**src/rtl/ibex_efpga_multi_if_if.sv**
```systemverilog
// Bundle of the EX-stage request/response signals and the eFPGA fabric strobe/done/result lines.
// The controller connects to the slave modport; the EX stage and fabric side use master.
interface ibex_efpga_multi_if_if #(
    parameter int NumResults  = 3,
    parameter int ResultWidth = 32,
    parameter int OpWidth     = 2,
    parameter int DelayWidth  = 4
);
    logic                              en_i;
    logic [OpWidth-1:0]                operator_i;
    logic [DelayWidth-1:0]             delay_i;
    logic [NumResults*ResultWidth-1:0] result_i;
    logic                              efpga_done_i;
    logic                              write_strobe_o;
    logic                              ready_o;
    logic [ResultWidth-1:0]            result_o;
    logic                              timeout_o;
    logic                              busy_o;

    modport slave (
        input  en_i, operator_i, delay_i, result_i, efpga_done_i,
        output write_strobe_o, ready_o, result_o, timeout_o, busy_o
    );

    modport master (
        output en_i, operator_i, delay_i, result_i, efpga_done_i,
        input  write_strobe_o, ready_o, result_o, timeout_o, busy_o
    );
endinterface

```
**src/rtl/ibex_efpga_multi_if.sv**
```systemverilog
// EX-stage controller for custom instructions executed in the eFPGA fabric: strobes the fabric,
// waits a fixed latency or for the done handshake (with timeout), then returns the selected result.
//
// state  | meaning
// IDLE   | no op in flight; en_i starts one
// STROBE | one-cycle write strobe to the fabric
// WAIT   | counting down the fixed latency or waiting for efpga_done_i
// DONE   | one-cycle ready pulse with result/timeout valid
module ibex_efpga_multi_if #(
    parameter int NumResults    = 3,
    parameter int ResultWidth   = 32,
    parameter int OpWidth       = 2,
    parameter int DelayWidth    = 4,
    parameter int TimeoutCycles = 255
) (
    input  logic                  clk_i,
    input  logic                  rst_ni,
    ibex_efpga_multi_if_if.slave  bus
);
    typedef enum logic [1:0] {IDLE, STROBE, WAIT, DONE} state_e;

    localparam int MaxDelay = (1 << DelayWidth) - 1;
    localparam int MaxCnt   = (MaxDelay > TimeoutCycles) ? MaxDelay : TimeoutCycles;
    localparam int CntWidth = $clog2(MaxCnt + 1);

    state_e                 state_q, state_d;
    logic [CntWidth-1:0]    cnt_q, cnt_d;
    logic [OpWidth-1:0]     op_q, op_d;
    logic                   hs_q, hs_d;
    logic [ResultWidth-1:0] result_q, result_d;
    logic                   timeout_q, timeout_d;
    logic [ResultWidth-1:0] sel_result;

    // Out-of-range operators fall through to zero rather than indexing past result_i.
    always_comb begin
        sel_result = '0;
        for (int k = 0; k < NumResults; k++) begin
            if (int'(op_q) == k) begin
                sel_result = bus.result_i[k*ResultWidth +: ResultWidth];
            end
        end
    end

    always_ff @(posedge clk_i or negedge rst_ni) begin
        if (!rst_ni) begin
            state_q   <= IDLE;
            cnt_q     <= '0;
            op_q      <= '0;
            hs_q      <= 1'b0;
            result_q  <= '0;
            timeout_q <= 1'b0;
        end else begin
            state_q   <= state_d;
            cnt_q     <= cnt_d;
            op_q      <= op_d;
            hs_q      <= hs_d;
            result_q  <= result_d;
            timeout_q <= timeout_d;
        end
    end

    always_comb begin
        state_d   = state_q;
        cnt_d     = cnt_q;
        op_d      = op_q;
        hs_d      = hs_q;
        result_d  = result_q;
        timeout_d = timeout_q;
        case (state_q)
            IDLE: begin
                if (bus.en_i) begin
                    state_d   = STROBE;
                    op_d      = bus.operator_i;
                    hs_d      = (bus.delay_i == '0);
                    cnt_d     = (bus.delay_i == '0) ? CntWidth'(TimeoutCycles)
                                                    : CntWidth'(bus.delay_i);
                    timeout_d = 1'b0;
                end
            end
            STROBE: begin
                state_d = bus.en_i ? WAIT : IDLE;
            end
            WAIT: begin
                if (!bus.en_i) begin
                    state_d = IDLE;
                end else begin
                    cnt_d = cnt_q - 1'b1;
                    // Done takes priority over a timeout expiring in the same cycle.
                    if (hs_q && bus.efpga_done_i) begin
                        result_d = sel_result;
                        state_d  = DONE;
                    end else if (cnt_q == CntWidth'(1)) begin
                        result_d  = hs_q ? '0 : sel_result;
                        timeout_d = hs_q;
                        state_d   = DONE;
                    end
                end
            end
            DONE: begin
                state_d = IDLE;
            end
            default: begin
                state_d = IDLE;
            end
        endcase
    end

    assign bus.write_strobe_o = (state_q == STROBE);
    assign bus.ready_o        = (state_q == DONE);
    assign bus.busy_o         = (state_q != IDLE);
    assign bus.result_o       = result_q;
    assign bus.timeout_o      = timeout_q;
endmodule

```
**src/flat_wrapper.sv**
```systemverilog
// flat-port wrapper written by rule: the top's interface ports become plain ports
module ibex_efpga_multi_if_flat 
#(
    parameter int NumResults    = 3,
    parameter int ResultWidth   = 32,
    parameter int OpWidth       = 2,
    parameter int DelayWidth    = 4,
    parameter int TimeoutCycles = 255
)
  (clk_i, rst_ni, bus_en_i, bus_operator_i, bus_delay_i, bus_result_i, bus_efpga_done_i, bus_write_strobe_o, bus_ready_o, bus_result_o, bus_timeout_o, bus_busy_o);
  ibex_efpga_multi_if_if #(.NumResults(NumResults), .ResultWidth(ResultWidth), .OpWidth(OpWidth), .DelayWidth(DelayWidth)) bus_i ();
  input  logic clk_i;
  input  logic rst_ni;
  input wire logic [$bits(bus_i.en_i)-1:0] bus_en_i;
  input wire logic [$bits(bus_i.operator_i)-1:0] bus_operator_i;
  input wire logic [$bits(bus_i.delay_i)-1:0] bus_delay_i;
  input wire logic [$bits(bus_i.result_i)-1:0] bus_result_i;
  input wire logic [$bits(bus_i.efpga_done_i)-1:0] bus_efpga_done_i;
  output wire logic [$bits(bus_i.write_strobe_o)-1:0] bus_write_strobe_o;
  output wire logic [$bits(bus_i.ready_o)-1:0] bus_ready_o;
  output wire logic [$bits(bus_i.result_o)-1:0] bus_result_o;
  output wire logic [$bits(bus_i.timeout_o)-1:0] bus_timeout_o;
  output wire logic [$bits(bus_i.busy_o)-1:0] bus_busy_o;
  assign bus_i.en_i = bus_en_i;
  assign bus_i.operator_i = bus_operator_i;
  assign bus_i.delay_i = bus_delay_i;
  assign bus_i.result_i = bus_result_i;
  assign bus_i.efpga_done_i = bus_efpga_done_i;
  assign bus_write_strobe_o = bus_i.write_strobe_o;
  assign bus_ready_o = bus_i.ready_o;
  assign bus_result_o = bus_i.result_o;
  assign bus_timeout_o = bus_i.timeout_o;
  assign bus_busy_o = bus_i.busy_o;
  ibex_efpga_multi_if #(.NumResults(NumResults), .ResultWidth(ResultWidth), .OpWidth(OpWidth), .DelayWidth(DelayWidth), .TimeoutCycles(TimeoutCycles)) u_core (.clk_i(clk_i), .rst_ni(rst_ni), .bus(bus_i));
endmodule
```
**config.mk**
```make
export PLATFORM = sky130hd
export DESIGN_NAME = ibex_efpga_multi_if_flat
export DESIGN_NICKNAME = d
export VERILOG_FILES = /design/src/rtl/ibex_efpga_multi_if_if.sv /design/src/rtl/ibex_efpga_multi_if.sv /design/src/flat_wrapper.sv
export SDC_FILE = /design/constraint.sdc
export NUM_CORES = 1
export LEC_CHECK = 0
export ABC_CLOCK_PERIOD_IN_PS = 1700
export BUFFER_PORTS_ARGS = -buffer_cell sky130_fd_sc_hd__buf_2
export CORE_MARGIN = 5
export CORE_UTILIZATION = 42
export DETAILED_ROUTE_END_ITERATION = 7
export PLACE_DENSITY = 0.77
export SLEW_MARGIN = 20
export SYNTH_ARGS = -nofsm -noshare
export SYNTH_HDL_FRONTEND = slang
export SYNTH_SLANG_ARGS = --single-unit
```
**constraint.sdc**
```tcl
create_clock -name clk_i -period 1.7 [get_ports clk_i]
set_input_delay 0.34 -clock clk_i [delete_from_list [all_inputs] [get_ports clk_i]]
set_output_delay 0.34 -clock clk_i [all_outputs]
set_load 0.05 [all_outputs]
```
**Yosys cells after proc, flatten, opt, wreduce, memory -nomap -nowiden**

Index checks and enable logic that the tools add are counted.

- $add $sub $neg: 1
- Equal/unequal tests: 11
- Multiplexer cells: 21
- Reductions and logical operators: 12

Operators with widths:

| operator | number |
|---|---|
| 32-bit two-way mux | 6 |
| 8-bit two-way mux | 3 |
| 8-bit case mux with 2 select lines | 1 |
| 2-bit two-way mux | 5 |
| 2-bit == test, second input constant | 4 |
| 8-bit by 1-bit == test with 1-bit output, second input constant | 1 |
| 2-bit case mux with 4 select lines | 1 |
| 8-bit by 1-bit subtractor with 8-bit output, second input constant | 1 |
| 2-bit inequality test, second input constant | 3 |
| 3-bit AND reduction | 2 |
| 2-bit nonzero test | 3 |
| 5-bit AND reduction | 1 |
| 2-bit zero test | 2 |
| 4-bit zero test | 1 |
| 1-bit two-way mux | 4 |
| 4-bit by 2-bit inequality test with 1-bit output, second input constant | 1 |
| 2-bit AND reduction | 2 |
| 2-bit by 1-bit == test with 1-bit output, second input constant | 1 |
| 2-bit by 1-bit inequality test with 1-bit output, second input constant | 1 |
| 1-bit case mux with 2 select lines | 1 |
| 1-bit logical AND | 1 |

- Register bits: 46
- Input port bits: 106
- Output and inout bits: 36
- Logic and storage cells: 51

**Depth between registers and ports, before layout**

Gate-level depths: netlist of run 1.

- Depth in word-level cells: 7
- Depth in mapped cells: 7
- Mapped depth without buffers: 5

**Worst setup path after synthesis of run 1**

Ideal clock, no wire load.

- Path type: reg2reg
- Start: reg u_core.cnt_q[2]
- End: reg u_core.result_q[0] (netlist: u_core.bus.result_o[0])
- Setup time: 0.125 ns
- Arrival time: 1.720 ns
- Data required time: 1.575 ns
- Setup slack: -0.145 ns
- Stages on the path, launching flop included: 6
- Path buffers: 1
- Period minus slack after synthesis: 1.845 ns
- Cell sequence: dfrtp_1 nor3_4 nand4b_2 a211oi_4 buf_6 mux2_2

- Cells in the longest elaborated chain, start to end: 3

RTL lines:

| element | line | text |
|---|---|---|
| start, declared | ibex_efpga_multi_if.sv:27 | `logic [CntWidth-1:0] cnt_q, cnt_d;` |
| start signal, assigned | ibex_efpga_multi_if.sv:54 | `cnt_q <= cnt_d;` |
| 8-bit by 1-bit == test with 1-bit output | ibex_efpga_multi_if.sv:92 | `end else if (cnt_q == CntWidth'(1)) begin` |
| 2-bit nonzero test (no line) | -- |  |
| 3-bit AND reduction (no line) | -- |  |
| end signal, assigned | ibex_efpga_multi_if.sv:57 | `result_q <= result_d;` |
| end, declared | ibex_efpga_multi_if.sv:30 | `logic [ResultWidth-1:0] result_q, result_d;` |

Every way passes these cells.
A chain may end at the register's enable or synchronous reset.

**Worst setup path after layout of run 1**

- Start: reg u_core.cnt_q[4]
- End: reg u_core.result_q[16] (netlist: u_core.bus.result_o[16])

Same word-level chain as after synthesis.

==> results of run 1 <==
how the worst max path moves through the flow:
stage / slack (ns) / depth (start not counted) / endpoint
floorplan: -0.14 / 5 / u_core.bus.result_o[0]
global placement: -0.07 / 5 / u_core.bus.result_o[1]
detailed placement: -0.14 / 5 / u_core.bus.result_o[28]
CTS: -0.12 / 6 / u_core.bus.result_o[12]
global route: -0.21 / 6 / u_core.bus.result_o[16]
finish: -0.14 / 6 / u_core.bus.result_o[16]
power by group:
group	leakage (nW)	total (mW)	internal (mW)	switching, mW
logic	1.50	2.30	0.950	1.35
clock network	0.0482	0.692	0.329	0.364
registers	0.586	1.43	1.30	0.128
cells in the mapped netlist:
master | number | area (um2)
dfrtp_1 | 46 | 1150
a21oi_1 | 36 | 180
nand2_1 | 36 | 135
or2_2 | 34 | 213
mux2i_1 | 32 | 320
mux2_2 | 25 | 282
clkbuf_1 | 15 | 56.3
o21ai_0 | 12 | 60.1
mux2_1 | 10 | 113
nor2_1 | 10 | 37.5
nor2b_1 | 5 | 31.3
buf_2 | 4 | 20.0
inv_1 | 4 | 15.0
a31oi_1 | 3 | 18.8
buf_6 | 3 | 33.8
nand2b_1 | 3 | 18.8
nand3_1 | 3 | 15.0
a32oi_1 | 2 | 17.5
ha_1 | 2 | 25.0
nor3_1 | 2 | 10.0
or3_1 | 2 | 12.5
a2111oi_0 | 1 | 8.76
a211oi_4 | 1 | 20.0
a21o_1 | 1 | 7.51
a221o_1 | 1 | 10.0
a22oi_1 | 1 | 7.51
a32o_1 | 1 | 10.0
and2_1 | 1 | 6.26
nand4b_2 | 1 | 15.0
nor3_4 | 1 | 16.3
nor4_1 | 1 | 6.26
o211ai_1 | 1 | 7.51
o21a_1 | 1 | 7.51
kinds of logic (layout without fill, tap and decap cells):
kind of cell / count (synthesis) / count (layout) / synth area share, %
adders and majority gates: 2 / 2 / 0.866
muxes: 67 / 67 / 24.7
AOI/OAI and AO/OA: 61 / 61 / 12.3
buffers and inverters: 26 / 184 / 4.33
DFF: 46 / 46 / 39.9
and+or+nand+nor: 99 / 99 / 17.9
metal layers:
metal	up-vias	track usage, %	routed length, um
li1	1356	-	-
met1	1316	23.1	3480
met2	133	33.7	4090
met3	10	5.36	768
met4	0	5.13	114
met5	-	0	0
metrics by stage:
stage / utilization, % / instance area, um2 / worst slack (ns)
finish: 61.4 / 4150 / -0.143
global route: 61.4 / 4150 / -0.208
CTS: 60.3 / 4070 / -0.125
detailed placement: 57.3 / 3870 / -0.142
global placement: 57.3 / 3870 / -0.0700
floorplan: - / 2900 / -0.137
state kept, by name, indices dropped and copies added, names as in the netlist:
| register | cells |
|---|---|
| u_core.bus.result_o | 32 |
| u_core.cnt_q | 8 |
| u_core.op_q | 2 |
| u_core.state_q | 2 |
| u_core.bus.timeout_o | 1 |
| u_core.hs_q | 1 |
area by class of cell:
type | instances | area (um2) | area share, %
clock inverter | 1 | 5.00 | 0.121
tap | 80 | 100 | 2.41
clock buffer | 7 | 86.3 | 2.08
multi-input combinational | 229 | 1690 | 40.8
inverter | 4 | 15.0 | 0.362
timing repair buffer | 172 | 1090 | 26.4
sequential | 46 | 1150 | 27.8
what timing repair did:
action | 4_1_cts | 5_1_grt
cloned | 1 | 2
endpoints found under the setup margin | 32 | 35
buffers inserted | 4 | 0
hold endpoints to repair | 0 | 0
pin swaps | 2 | 3
gates resized for setup | 14 | 9
worst register-to-register path: stages (launching register included):
cell and delay, ns:
dfrtp_2 0.44, nor3_4 0.25, nand4b_4 0.15, a211oi_4 0.25, buf_6 0.18, buf_12 0.14, mux2_2 0.33
==> impl_metrics.tcl, run 1 <==
set metrics [dict create \
    routed_wl_um 8460 \
    peakVddDrop_uv 684 \
    htree_levels 2 \
    clockBufferDepth 2 \
    area_growth_pct 43.6 \
    gp_congestion 0.867 \
    max_cap_viol_count 0 \
    critPathArrivalTime_ns 2.03 \
    syn_avg_cell_area_um2 9.59 \
    cp_cell_sequence "nor3_4, nand4b_4, a211oi_4, buf_6, buf_12, mux2_2" \
    netlist_instances 301 \
    setup_slack_ns -0.143 \
    die_w_um 92.9 \
    io_buffers 141 \
    max_stage_delay_ns 0.44 \
    grt_overflow 0 \
    min_period_ns 1.84 \
    via_per_inst 5.22 \
    ys_ff_latch 46 \
    diodes 0 \
    setup_viol 33 \
    drc_errors 0 \
    tightest_slew_ns 0.538 \
    first_global_vias 2880 \
    fillCellCount 569 \
    io_pins 142 \
    antenna_found_initial 0 \
    drtAntennaViolNets 0 \
    yosysWarnings 0 \
    final_cell_mix "buf_2 (139), dfrtp_1 (44), nand2_1 (36), a21oi_1 (36), or2_2 (34)" \
    drv_slew 0 \
    fmax_ghz 0.543 \
    clock_skew_ns 0.00895 \
    fin_crit_sh_pct 108 \
    critical_path.top_delay_family "flip-flops" \
    final_common_cell "buf_2" \
    final_cells 539 \
    grt_pass1_wl_um 13400 \
    hold_viol_final 0 \
    cp-startpoint "u_core.cnt_q[4]" \
    numCtsBuffers 5 \
    timing.rr.end "u_core.bus.result_o[16]" \
    crit_path_max_fanout 7 \
    dp_hpwl_um 6210 \
    critical_path_required_ns 1.89 \
    yosysSeqAreaShare_pct 39.9 \
    ff2ff_path_depth 6 \
    fin_nets 566 \
    failed_checks "setup timing" \
    dieArea_um2 8630 \
    status "complete, but fails checks" \
    cts_hold_buf 0 \
    end_kind "flip-flop" \
    wire_per_inst_um 15.7 \
    syn-num-nets 409 \
    initial_utilization_pct 42.7 \
    cts.sinks 46 \
    clock_latency_ns 0.30 \
    p_per_area_nw_per_um2 1070 \
    r2r_start "u_core.cnt_q[4]" \
    track_usage_pct 19.3 \
    place_inst 524 \
    drive_above_1_share_pct 54.9 \
    crit_path_top_delay_cell "dfrtp_2" \
    criticalPathCategory "flip-flop to flip-flop" \
    drt_iter0_drc 90 \
    netlist_area_um2 2890 \
    vias 2815 \
    rsz0062_at_grt "yes" \
    p_leak_nw 2.14 \
    clock-root-buffer "clkbuf_8" \
    path_buf_inv 2 \
    drt_pass1_iterations 4 \
    total_power_mw 4.42 \
    die_h_um 92.9 \
    timing.hold.ws_ns 0.0138 \
    path_clk_slew_ns 0.09 \
    r2r_slack_ns -0.14 \
    hold_path_class "primary input to asynchronous set/reset pin" \
    fp.coreArea_um2 6760 \
    setup_tns_ns -4.08 \
    synth_cell_types 33 \
    grt_max_degree 29 \
    tritoncts "built" \
    rows 30 \
    setup.worst_path.start_class "flip-flop" \
    relSlewSlack_pct 64.1 \
]
No activity file was read; power rests on OpenSTA's default activity.
==> run 2: changes to the inputs <==
==> constraint.sdc (replaced) <==
create_clock -name clk_i -period 1.7 [get_ports clk_i]
set_input_delay 0.34 -clock clk_i [delete_from_list [all_inputs] [get_ports clk_i]]
set_output_delay 0.34 -clock clk_i [all_outputs]
set_load 0.02 [all_outputs]
==> impl_metrics.tcl, run 2 (synthesized netlist as in run 1, its figures left out) <==
set metrics [dict create \
    clock-root-buffer "clkbuf_8" \
    wire_per_inst_um 15.6 \
    die_w_um 92.9 \
    io_pins 142 \
    critical_path_required_ns 1.89 \
    criticalPathCategory "flip-flop to flip-flop" \
    peakVddDrop_uv 592 \
    first_global_vias 2880 \
    setup_viol 33 \
    setup.worst_path.start_class "flip-flop" \
    hold_path_class "primary input to asynchronous set/reset pin" \
    fin_area_um2 4140 \
    grt_overflow 0 \
    fin_nets 566 \
    fin_crit_sh_pct 108 \
    setup_tns_ns -4.04 \
    r2r_slack_ns -0.14 \
    grt_max_degree 29 \
    routed_wl_um 8430 \
    critPathArrivalTime_ns 2.03 \
    pwr-share-seq_pct 35.5 \
    final_common_cell "buf_2" \
    timing.hold.ws_ns 0.0142 \
    clock_skew_ns 0.00856 \
    rsz0062_at_grt "yes" \
    dp_hpwl_um 6210 \
    rows 30 \
    drtAntennaViolNets 0 \
    tightest_slew_ns 0.538 \
    grt_pass1_wl_um 13400 \
    crit_path_max_fanout 7 \
    end_kind "flip-flop" \
    tritoncts "built" \
    p_per_area_nw_per_um2 974 \
    drt_iter0_drc 86 \
    clockBufferDepth 2 \
    die_h_um 92.9 \
    status "complete, but fails checks" \
    setup_slack_ns -0.142 \
    numCtsBuffers 5 \
    drive_above_1_share_pct 54.9 \
    fp.coreArea_um2 6760 \
    p_switching_mw 1.45 \
    max_cap_viol_count 0 \
    area_growth_pct 43.3 \
    io_buffers 141 \
    cts.sinks 46 \
    postPlaceCellArea_um2 3870 \
    gp_congestion 0.867 \
    fmax_ghz 0.543 \
    p_int_mw 2.57 \
    relSlewSlack_pct 64.1 \
    dieArea_um2 8630 \
    antenna_found_initial 0 \
    p_leak_nw 2.14 \
    largest_reg_flops 32 \
    min_period_ns 1.84 \
    fin_util_pct 61.2 \
    path_clk_slew_ns 0.09 \
    clock_latency_ns 0.30 \
    p_sw_share_pct 36.1 \
    drt_pass1_iterations 4 \
    vias 2801 \
    final_cell_mix "buf_2 (141), dfrtp_1 (44), nand2_1 (36), a21oi_1 (36), or2_2 (34)" \
    cts_hold_buf 0 \
    track_usage_pct 19.3 \
    diodes 0 \
    htree_levels 2 \
    initial_utilization_pct 42.7 \
    drc_errors 0 \
    via_per_inst 5.20 \
    failed_checks "setup timing" \
    drv_slew 0 \
    clockPowerShare_pct 17.2 \
    comb_power_share_pct 47.3 \
    hold_viol_final 0 \
]
## run 2: cell types whose count changed in the layout (fill, tap and decap cells not counted), sizes merged
cell,previous run,this run
buf,169,170
clkbuf,10,9
## run 2: metal layers
metal / share of wire, % / GRT usage, % / vias to the layer above / routed length [um]
li1: - / - / 1355 / -
met3: 9.4 / 5.36 / 10 / 789
met5: 0 / 0 / - / 0
met4: 1.4 / 5.13 / 0 / 114
met1: 41 / 23.1 / 1301 / 3450
met2: 48 / 33.7 / 135 / 4080
## run 2: worst paths after layout
kind                                              start                 endpoint  cells past startpoint
worst max-delay path                    u_core.cnt_q[4]  u_core.bus.result_o[16]                      6
worst min-delay path                             rst_ni   u_core.bus.result_o[6]                      1
worst max register to register          u_core.cnt_q[4]  u_core.bus.result_o[16]                      6
worst min register to register  u_core.bus.result_o[12]  u_core.bus.result_o[12]                      1
max in group asynchronous                        rst_ni           u_core.op_q[0]                      2
min in group clk_i                    bus_operator_i[1]           u_core.op_q[1]                      2
## run 2: stage by stage
| stage | total power [mW] | setup slack [ns] | std cells |
|---|---|---|---|
| after floorplan | 2.57 | -0.137 | 301 |
| after global placement | 3.21 | -0.0700 | 524 |
| after detailed placement | 3.27 | -0.142 | 524 |
| after CTS | 4.03 | -0.125 | 537 |
| after global routing | 4.29 | -0.208 | 539 |
| final | 4.03 | -0.142 | 539 |
## run 2: layout make-up
| cell class | instances | area [um2] |
|---|---|---|
| clock buffers | 7 | 86.3 |
| clock inverters | 1 | 5.00 |
| fillers | 569 | 2620 |
| inverters | 4 | 15.0 |
| multi-input cells | 229 | 1690 |
| flip-flops and latches | 46 | 1150 |
| well taps | 80 | 100 |
| repair buffers | 172 | 1080 |
## run 2: power by group through the flow
stage | clock network (mW) | registers (mW) | logic (mW)
after floorplan | 0 | 1.64 | 0.929
after global placement | 0 | 1.44 | 1.77
after detailed placement | 0 | 1.44 | 1.83
after CTS | 0.711 | 1.43 | 1.90
after global routing | 0.766 | 1.46 | 2.06
final | 0.694 | 1.43 | 1.90
## run 2: critical path, cell delays in order (launching register included)
cell      delay, ns
dfrtp_2        0.44
nor3_4         0.25
nand4b_4       0.15
a211oi_4       0.24
buf_6          0.18
buf_12         0.14
mux2_2         0.33
## run 2: what timing repair did
item,4_1_cts,5_1_grt
setup endpoints to repair,32,33
gates cloned,1,2
pin swaps,2,3
endpoints found under the hold margin,0,0
resized for setup,14,5
buffers inserted,4,0
